File: config.mk
export PLATFORM = sky130hd
export DESIGN_NAME = fl_to_int
export DESIGN_NICKNAME = d
export VERILOG_FILES = /design/src/rtl/sapho_fl_pkg.sv /design/src/rtl/fl_to_int.sv
export SDC_FILE = /design/constraint.sdc
export NUM_CORES = 1
export LEC_CHECK = 0
export CORE_UTILIZATION = 40
export DETAILED_ROUTE_END_ITERATION = 10
export MAX_ROUTING_LAYER = met4
export SYNTH_ARGS = -nofsm -noshare
export SYNTH_HDL_FRONTEND = slang
export SYNTH_SLANG_ARGS = --single-unit
File: constraint.sdc
create_clock -name clk -period 2.83 [get_ports clk]
set_input_delay 0.566 -clock clk [delete_from_list [all_inputs] [get_ports clk]]
set_output_delay 0.566 -clock clk [all_outputs]
set_load 0.05 [all_outputs]
File: src/rtl/sapho_fl_pkg.sv
// rtl/sapho_fl_pkg.sv - shared float-word format, converter states and saturation constants
package sapho_fl_pkg;

  // Default format of the processor float word {s, e, m}
  localparam int FL_EXP_W = 8;
  localparam int FL_MAN_W = 23;
  localparam int FL_NBITS = 32;

  // Field offsets; the ALU packer and the unpacker both derive positions from these
  function automatic int fl_man_lsb();
    return 0;
  endfunction

  function automatic int fl_exp_lsb(input int man_w);
    return man_w;
  endfunction

  function automatic int fl_sign_pos(input int man_w, input int exp_w);
    return man_w + exp_w;
  endfunction

  // Converter FSM states
  typedef enum logic [1:0] {
    IDLE = 2'd0,
    SHL  = 2'd1,
    SHR  = 2'd2,
    FIN  = 2'd3
  } fl_state_t;

  // Largest positive two's-complement value of an nbits-wide integer
  function automatic logic [63:0] int_max(input int nbits);
    return (64'd1 << (nbits - 1)) - 64'd1;
  endfunction

  // Bit pattern of the most negative nbits-wide integer (also its magnitude)
  function automatic logic [63:0] int_min(input int nbits);
    return 64'd1 << (nbits - 1);
  endfunction

endpackage

File: src/rtl/fl_to_int.sv
// rtl/fl_to_int.sv - bit-serial float word to saturated two's-complement integer converter
module fl_to_int
  import sapho_fl_pkg::*;
#(
  parameter int EXP   = FL_EXP_W,
  parameter int MAN   = FL_MAN_W,
  parameter int NBITS = FL_NBITS
) (
  input  logic               clk,
  input  logic               rst,
  input  logic               start,
  input  logic [MAN+EXP:0]   in,
  output logic               busy,
  output logic               done,
  output logic [NBITS-1:0]   out,
  output logic               ovf
);

  localparam int SIGN_POS = fl_sign_pos(MAN, EXP);
  localparam int EXP_LSB  = fl_exp_lsb(MAN);
  localparam int MAN_LSB  = fl_man_lsb();

  localparam logic [63:0]      INT_MAX_W = int_max(NBITS);
  localparam logic [63:0]      INT_MIN_W = int_min(NBITS);
  localparam logic [NBITS-1:0] INT_MAX   = INT_MAX_W[NBITS-1:0];
  localparam logic [NBITS-1:0] INT_MIN   = INT_MIN_W[NBITS-1:0];
  localparam logic [EXP:0]     CNT_ONE   = {{EXP{1'b0}}, 1'b1};

  fl_state_t          state;
  logic               s;
  logic               sat;
  logic [NBITS-1:0]   mag;
  logic [EXP:0]       cnt;

  // Field split of the incoming word; only used in the accept cycle
  logic               in_s;
  logic [EXP-1:0]     in_e;
  logic [MAN-1:0]     in_m;
  logic [EXP:0]       e_ext;
  logic [EXP:0]       e_neg;
  logic [NBITS-1:0]   in_mag;

  assign in_s   = in[SIGN_POS];
  assign in_e   = in[EXP_LSB +: EXP];
  assign in_m   = in[MAN_LSB +: MAN];
  // One extra bit so that the negation of the most negative exponent still fits
  assign e_ext  = {in_e[EXP-1], in_e};
  assign e_neg  = -e_ext;
  assign in_mag = {{(NBITS-MAN){1'b0}}, in_m};

  logic [NBITS-1:0]   mag_shl;
  logic [NBITS-1:0]   mag_shr;
  logic [EXP:0]       cnt_dec;

  assign mag_shl = {mag[NBITS-2:0], 1'b0};
  assign mag_shr = {1'b0, mag[NBITS-1:1]};
  assign cnt_dec = cnt - CNT_ONE;

  assign busy = (state != IDLE);

  logic               fin_ovf;
  logic [NBITS-1:0]   fin_out;

  // Final sign application with saturation; -2^(NBITS-1) is exact for negative results
  always_comb begin
    fin_ovf = 1'b0;
    fin_out = mag;
    if (!s) begin
      if (sat || (mag > INT_MAX)) begin
        fin_ovf = 1'b1;
        fin_out = INT_MAX;
      end else begin
        fin_out = mag;
      end
    end else begin
      if (sat || (mag > INT_MIN)) begin
        fin_ovf = 1'b1;
        fin_out = INT_MIN;
      end else begin
        fin_out = -mag;
      end
    end
  end

  // Conversion FSM with the mag/cnt datapath and registered result outputs
  always_ff @(posedge clk or negedge rst) begin
    if (!rst) begin
      state <= IDLE;
      s     <= 1'b0;
      sat   <= 1'b0;
      mag   <= '0;
      cnt   <= '0;
      done  <= 1'b0;
      out   <= '0;
      ovf   <= 1'b0;
    end else begin
      done <= 1'b0;
      case (state)
        IDLE: begin
          if (start) begin
            s   <= in_s;
            mag <= in_mag;
            sat <= 1'b0;
            // A zero mantissa is the canonical zero whatever its exponent
            if ((in_m == '0) || (e_ext == '0)) begin
              state <= FIN;
            end else if (e_ext[EXP]) begin
              cnt   <= e_neg;
              state <= SHR;
            end else begin
              cnt   <= e_ext;
              state <= SHL;
            end
          end
        end
        SHL: begin
          // A set MSB means another shift would overflow, so stop here
          if (mag[NBITS-1]) begin
            sat   <= 1'b1;
            state <= FIN;
          end else begin
            mag <= mag_shl;
            cnt <= cnt_dec;
            if (cnt_dec == '0) begin
              state <= FIN;
            end
          end
        end
        SHR: begin
          mag <= mag_shr;
          cnt <= cnt_dec;
          // Once everything has been shifted out the result cannot change
          if ((cnt_dec == '0) || (mag_shr == '0)) begin
            state <= FIN;
          end
        end
        FIN: begin
          done  <= 1'b1;
          out   <= fin_out;
          ovf   <= fin_ovf;
          state <= IDLE;
        end
        default: begin
          state <= IDLE;
        end
      endcase
    end
  end

endmodule
==> results of run 1 <==
[cells by family (layout without fill, tap and decap cells)]
logic type	Yosys count	count (layout)	synth area share, %
flip-flops	79	79	37.9
buffers and inverters	80	154	6.07
XOR/XNOR	7	7	1.18
AO/OA/AOI/OAI	214	214	27.5
AND/OR/NAND/NOR	241	241	23.7
multiplexers	8	8	1.61
adder cells (fa/ha/maj)	8	8	1.92
[layer usage]
layer / GRT usage [%] / up-vias / wire [µm]
met4: 7.52 / 0 / 180
li1: - / 2493 / -
met2: 36.2 / 245 / 6830
met3: 3.63 / 13 / 1250
met5: - / - / 0
met1: 34.3 / 2437 / 7000
[sequential cells by signal, indices dropped and copies added (netlist names)]
register  cells
sat           1
s             1
state         2
done          1
ovf           1
out          32
cnt           9
mag          32
[power by group]
group	switching, µW	internal (µW)	total, µW
clock network	437	631	1070
logic	3530	2070	5600
registers	450	1670	2120
total	4420	4370	8790
[per-stage QoR]
step | cell area (µm²) | power, µW | setup WS [ps] | cells
after floorplan | 5210 | 5940 | 178 | 637
after global placement | 6250 | 7600 | 74.8 | 866
after detailed placement | 6250 | 7690 | 23.2 | 866
after CTS | 6510 | 8780 | 77.4 | 880
after global routing | 6570 | 9460 | 4.77 | 883
final | 6570 | 8790 | 134 | 883
[timing repair]
item,4_1_cts,5_1_grt
setup buffers,0,3
resized for setup,0,7
setup endpoints to repair,0,3
[layout by cell type, fill, tap and decap left out, drive strengths merged, types with 15 or more instances in the layout]
cell type      instances
a21oi                 30
a22oi                 30
buf                   51
clkdlybuf4s50         68
dfrtp                 79
inv                   21
nand2                 79
nand3                 17
nor2                  55
nor3                  15
o21ai                 67
[path summary, 6_finish.rpt]
path / start / slack (ps) / to / cells after the start
min: rst / 210 / out[8]$_DFFE_PN0P_ / 2
min in group clk: out[18]$_DFFE_PN0P_ / 480 / out[18]$_DFFE_PN0P_ / 1
min reg2reg: out[18]$_DFFE_PN0P_ / 480 / out[18]$_DFFE_PN0P_ / 1
max reg2reg: mag[0]$_DFFE_PN0P_ / 130 / out[22]$_DFFE_PN0P_ / 8
max in group asynchronous: rst / 2210 / done$_DFF_PN0_ / 2
max: mag[0]$_DFFE_PN0P_ / 130 / out[22]$_DFFE_PN0P_ / 8
[final cells by class]
class	count	area [µm²]	area share (%)
clock buffer	13	260	3.96
inverter	21	78.8	1.20
timing repair buffer	119	1080	16.4
clock inverter	1	5.00	0.0762
tap	172	215	3.28
sequential	79	1980	30.1
multi-input combinational	478	2950	44.9
[worst max-delay path, stage by stage (launching register included)]
cell and delay [ps]:
dfrtp_1 420, inv_2 90, ha_1 160, or4b_4 520, nor4_4 340, a41oi_4 240, or2_0 370, a211oi_1 300
mux2_2 200
==> flow_summary.ini, run 1 <==
[floorplan]
initial_core_util_pct = 41.1
row_count = 41
pin_count = 70
die_h_um = 116
die_w_um = 116
die-area_um2 = 13500
core_um2 = 12700

[routing]
routed_via_density = 5.88
drc = 0
drt_wl_total_um = 15300
drtIter0Drc = 466
detail-route-antenna-nets = 0
first_pass_iters = 8
drt-wirelength-per-cell_um = 17.3
vias = 5188

[global_route]
grtUsageTotal_pct = 24.4
antenna_found_initial = 0
grt_pass1_vias = 4694
grt_pass1_wl_um = 24600
grt_remaining_overflow = 0
grt_max_degree = 80

[worst_setup_path]
critPathLaunchType = flip-flop
crit_required_ps = 3110
cp_max_fo = 7
end_kind = flip-flop
worst-setup-path-type = reg2reg
cp.arrival_ps = 2970

[placed_design]
place.gp.congestion = 0.917
portBuffers = 69
detailed_place_hpwl_um = 11100

[timing]
max_freq_mhz = 371
fin_tns_setup_ps = 0
finClkSkew_ps = 6.91
drv_slew = 0
whs_ps = 207
timing.final.crit_share_pct = 95.3
rsz0062_at_grt = false
min_period_ps = 2700
slew_headroom_pct = 54.0
worst_slew_pin_slew_ps = 685
setup_viol = 0
hold_viol_final = 0

[logic_synthesis]
synthArstFlopShare_pct = 100
syn-num-nets = 680
synth_area_leaders = dfrtp_1, o21ai_0, nand2_1
ys_seq_elements = 79
yosysTopAreaCellShare_pct = 37.9
yosysSeqAreaShare_pct = 37.9
synth_ff_type = dfrtp_1
synth_edf_count = 0
yosys_warnings = 0
synthCells = 637
syn_area_um2 = 5210
synthDistinctLibCells = 68
synth_area_per_cell_um2 = 8.18
synth_top_cell_by_area = dfrtp_1
netlist_top_cells_count = dfrtp_1, nand2_1, o21ai_0
yosysMostFrequentCell = dfrtp_1

[power]
power_density_nw_per_um2 = 1340
p_leak_uw = 0.00263
peakVddDrop_v = 0.00107

[cells_and_area]
layout-drive-gt1-share_pct = 12.7
area_delta_synth_final_pct = 26.0
num_antenna_cells = 0
fillers = 1232
nets = 751
post-route-util_pct = 51.8

[min_path]
min_path_type = in2async

[clocking]
cts_hold_buf = 0
clock_latency_ps = 340
htree_num_levels = 3
cts_buffers = 9
path_clk_slew_ps = 60
ctsRootBufferMaster = clkbuf_16
cts.path.max_buffers = 2
tritoncts = done
clkSinkCount = 79

[flow_run]
maxCapViolCount = 0

[status]
status = finished clean
No activity file was read; power rests on OpenSTA's default activity.
==> run 2: changes to the inputs <==
Settings changed: GPL_TIMING_DRIVEN set to 0.
==> run 2 against run 1 <==
Effect of this change: register-to-register slack lost 30 ps; critical path depth rose by 2; maximum frequency shrank 1.3%; sequential power hardly changed; final cell count grew 2.4%; sequential share of layout area decreased by 0.14 points; critical endpoint unchanged; largest cell class unchanged.
==> flow_summary.ini, run 2 (synthesis gave the netlist of run 1 again) <==
[status]
status = finished clean

[timing]
setup_viol = 0
timing.final.crit_share_pct = 96.5
max_freq_mhz = 366
min_period_ps = 2730
hold_viol_final = 0
slew_headroom_pct = 45.2
drv_slew = 0
whs_ps = 178
finClkSkew_ps = 10.3
worst_slew_pin_slew_ps = 816

[clocking]
clock_latency_ps = 350
cts_buffers = 9
clkSinkCount = 79
tritoncts = done
path_clk_slew_ps = 60
cts.path.max_buffers = 2
cts_hold_buf = 0
htree_num_levels = 3
ctsRootBufferMaster = clkbuf_16

[global_route]
grt_max_degree = 44
grt_pass1_wl_um = 27600
grt_remaining_overflow = 0
grtUsageTotal_pct = 27.9
antenna_found_initial = 0
grt_pass1_vias = 5060

[routing]
detail-route-antenna-nets = 0
drc = 0
first_pass_iters = 6
drt-wirelength-per-cell_um = 19.0
drtIter0Drc = 454
routed_via_density = 5.91
drt_wl_total_um = 17200
vias = 5346

[cells_and_area]
layout-drive-gt1-share_pct = 9.29
nets = 770
area_delta_synth_final_pct = 26.8
mostFrequentLayoutCells = nand2_1, dfrtp_1, clkdlybuf4s50_1
post-route-util_pct = 52.1
final_common_cell = nand2_1
reg.largest.list = mag: 32 flops, out: 32 flops, cnt: 9 flops
num_antenna_cells = 0

[floorplan]
die_w_um = 116
core_um2 = 12700
die_h_um = 116
row_count = 41
die-area_um2 = 13500
initial_core_util_pct = 41.1
pin_count = 70

[worst_setup_path]
r2r_slack_ps = 100
worst-setup-path-type = reg2reg
crit_required_ps = 3120
end_kind = flip-flop
cp.arrival_ps = 3020
critPathLaunchType = flip-flop
cp_max_fo = 6

[power]
p_int_uw = 4380
switching_share_pct = 51.8
power_switching_uw = 4710
total_power_uw = 9090
p_leak_uw = 0.00258
power_frac_comb_pct = 63.5
power_density_nw_per_um2 = 1380
p_clk_share_pct = 13.5
peakVddDrop_v = 0.000585
pwr-share-seq_pct = 23.0

[placed_design]
detailed_place_hpwl_um = 12600
place.gp.congestion = 0.917
portBuffers = 69

[min_path]
min_path_type = in2async

[flow_run]
maxCapViolCount = 0
==> run 2: cell types whose count changed in the layout (fill, tap and decap cells not counted), sizes merged <==
cell / change
clkbuf: +48
buf: -29
bufinv: +1
clkinv: +1
==> run 2: final timing paths <==
kind,from,to,cells past startpoint
min reg2reg,out[30]$_DFFE_PN0P_,out[30]$_DFFE_PN0P_,1
max,mag[1]$_DFFE_PN0P_,out[22]$_DFFE_PN0P_,10
min in group clk,out[30]$_DFFE_PN0P_,out[30]$_DFFE_PN0P_,1
max in group asynchronous,rst,mag[0]$_DFFE_PN0P_,2
min,rst,out[10]$_DFFE_PN0P_,1
max reg2reg,mag[1]$_DFFE_PN0P_,out[22]$_DFFE_PN0P_,10
==> run 2: repair_timing <==
item	in CTS	in global routing
setup endpoints to repair	43	32
gates resized for setup	9	14
buffers inserted	7	3
pin swaps	3	3
endpoints found under the hold margin	0	0
gates cloned	0	0
==> run 2: cell type report <==
| cell class | count | area (µm²) |
|---|---|---|
| Buffer | 58 | 241 |
| Inverter | 21 | 81.3 |
| Clock buffer | 13 | 270 |
| Multi-Input combinational cell | 478 | 2990 |
| Tap cell | 172 | 215 |
| Sequential cell | 79 | 1980 |
| Clock inverter | 3 | 40.0 |
| Timing Repair Buffer | 80 | 791 |
| Fill cell | 1276 | 6060 |
==> run 2: power groups by stage <==
stage | clock, µW | sequential [µW] | combinational [µW]
after floorplan | 0 | 2820 | 3130
after global placement | 0 | 2070 | 5500
after detailed placement | 0 | 2100 | 5580
after CTS | 1240 | 2090 | 5650
after global routing | 1280 | 2170 | 6330
final | 1230 | 2090 | 5770
==> run 2: critical path, stage by stage, from the launching register on <==
cell      delay (ps)
dfrtp_2          420
inv_1             90
ha_4             170
or4b_4           500
nor4_4           260
buf_4            180
a41oi_4          190
or2_0            290
buf_4            180
a211oi_4         220
mux2_4           170
==> run 2: stage by stage <==
| stage | instance area [µm²] | worst slack (ps) | setup TNS (ps) | std cells |
|---|---|---|---|---|
| after global routing | 6610 | -6.84 | -6.84 | 904 |
| after global placement | 6120 | -1740 | -151970 | 878 |
| after floorplan | 5210 | 178 | 0 | 637 |
| after CTS | 6530 | 3.69 | 0 | 901 |
| final | 6610 | 99.6 | 0 | 904 |
| after detailed placement | 6140 | -535 | -15340 | 879 |
==> run 2: metal layers <==
layer  GRT usage [%]  vias to the layer above  part of all wire (%)
met3            3.63                       23                   4.7
met5               -                        -                     0
met4            7.95                        0                   1.6
met2            44.8                      170                    47
met1            36.9                     2619                    47
li1                -                     2534                     -
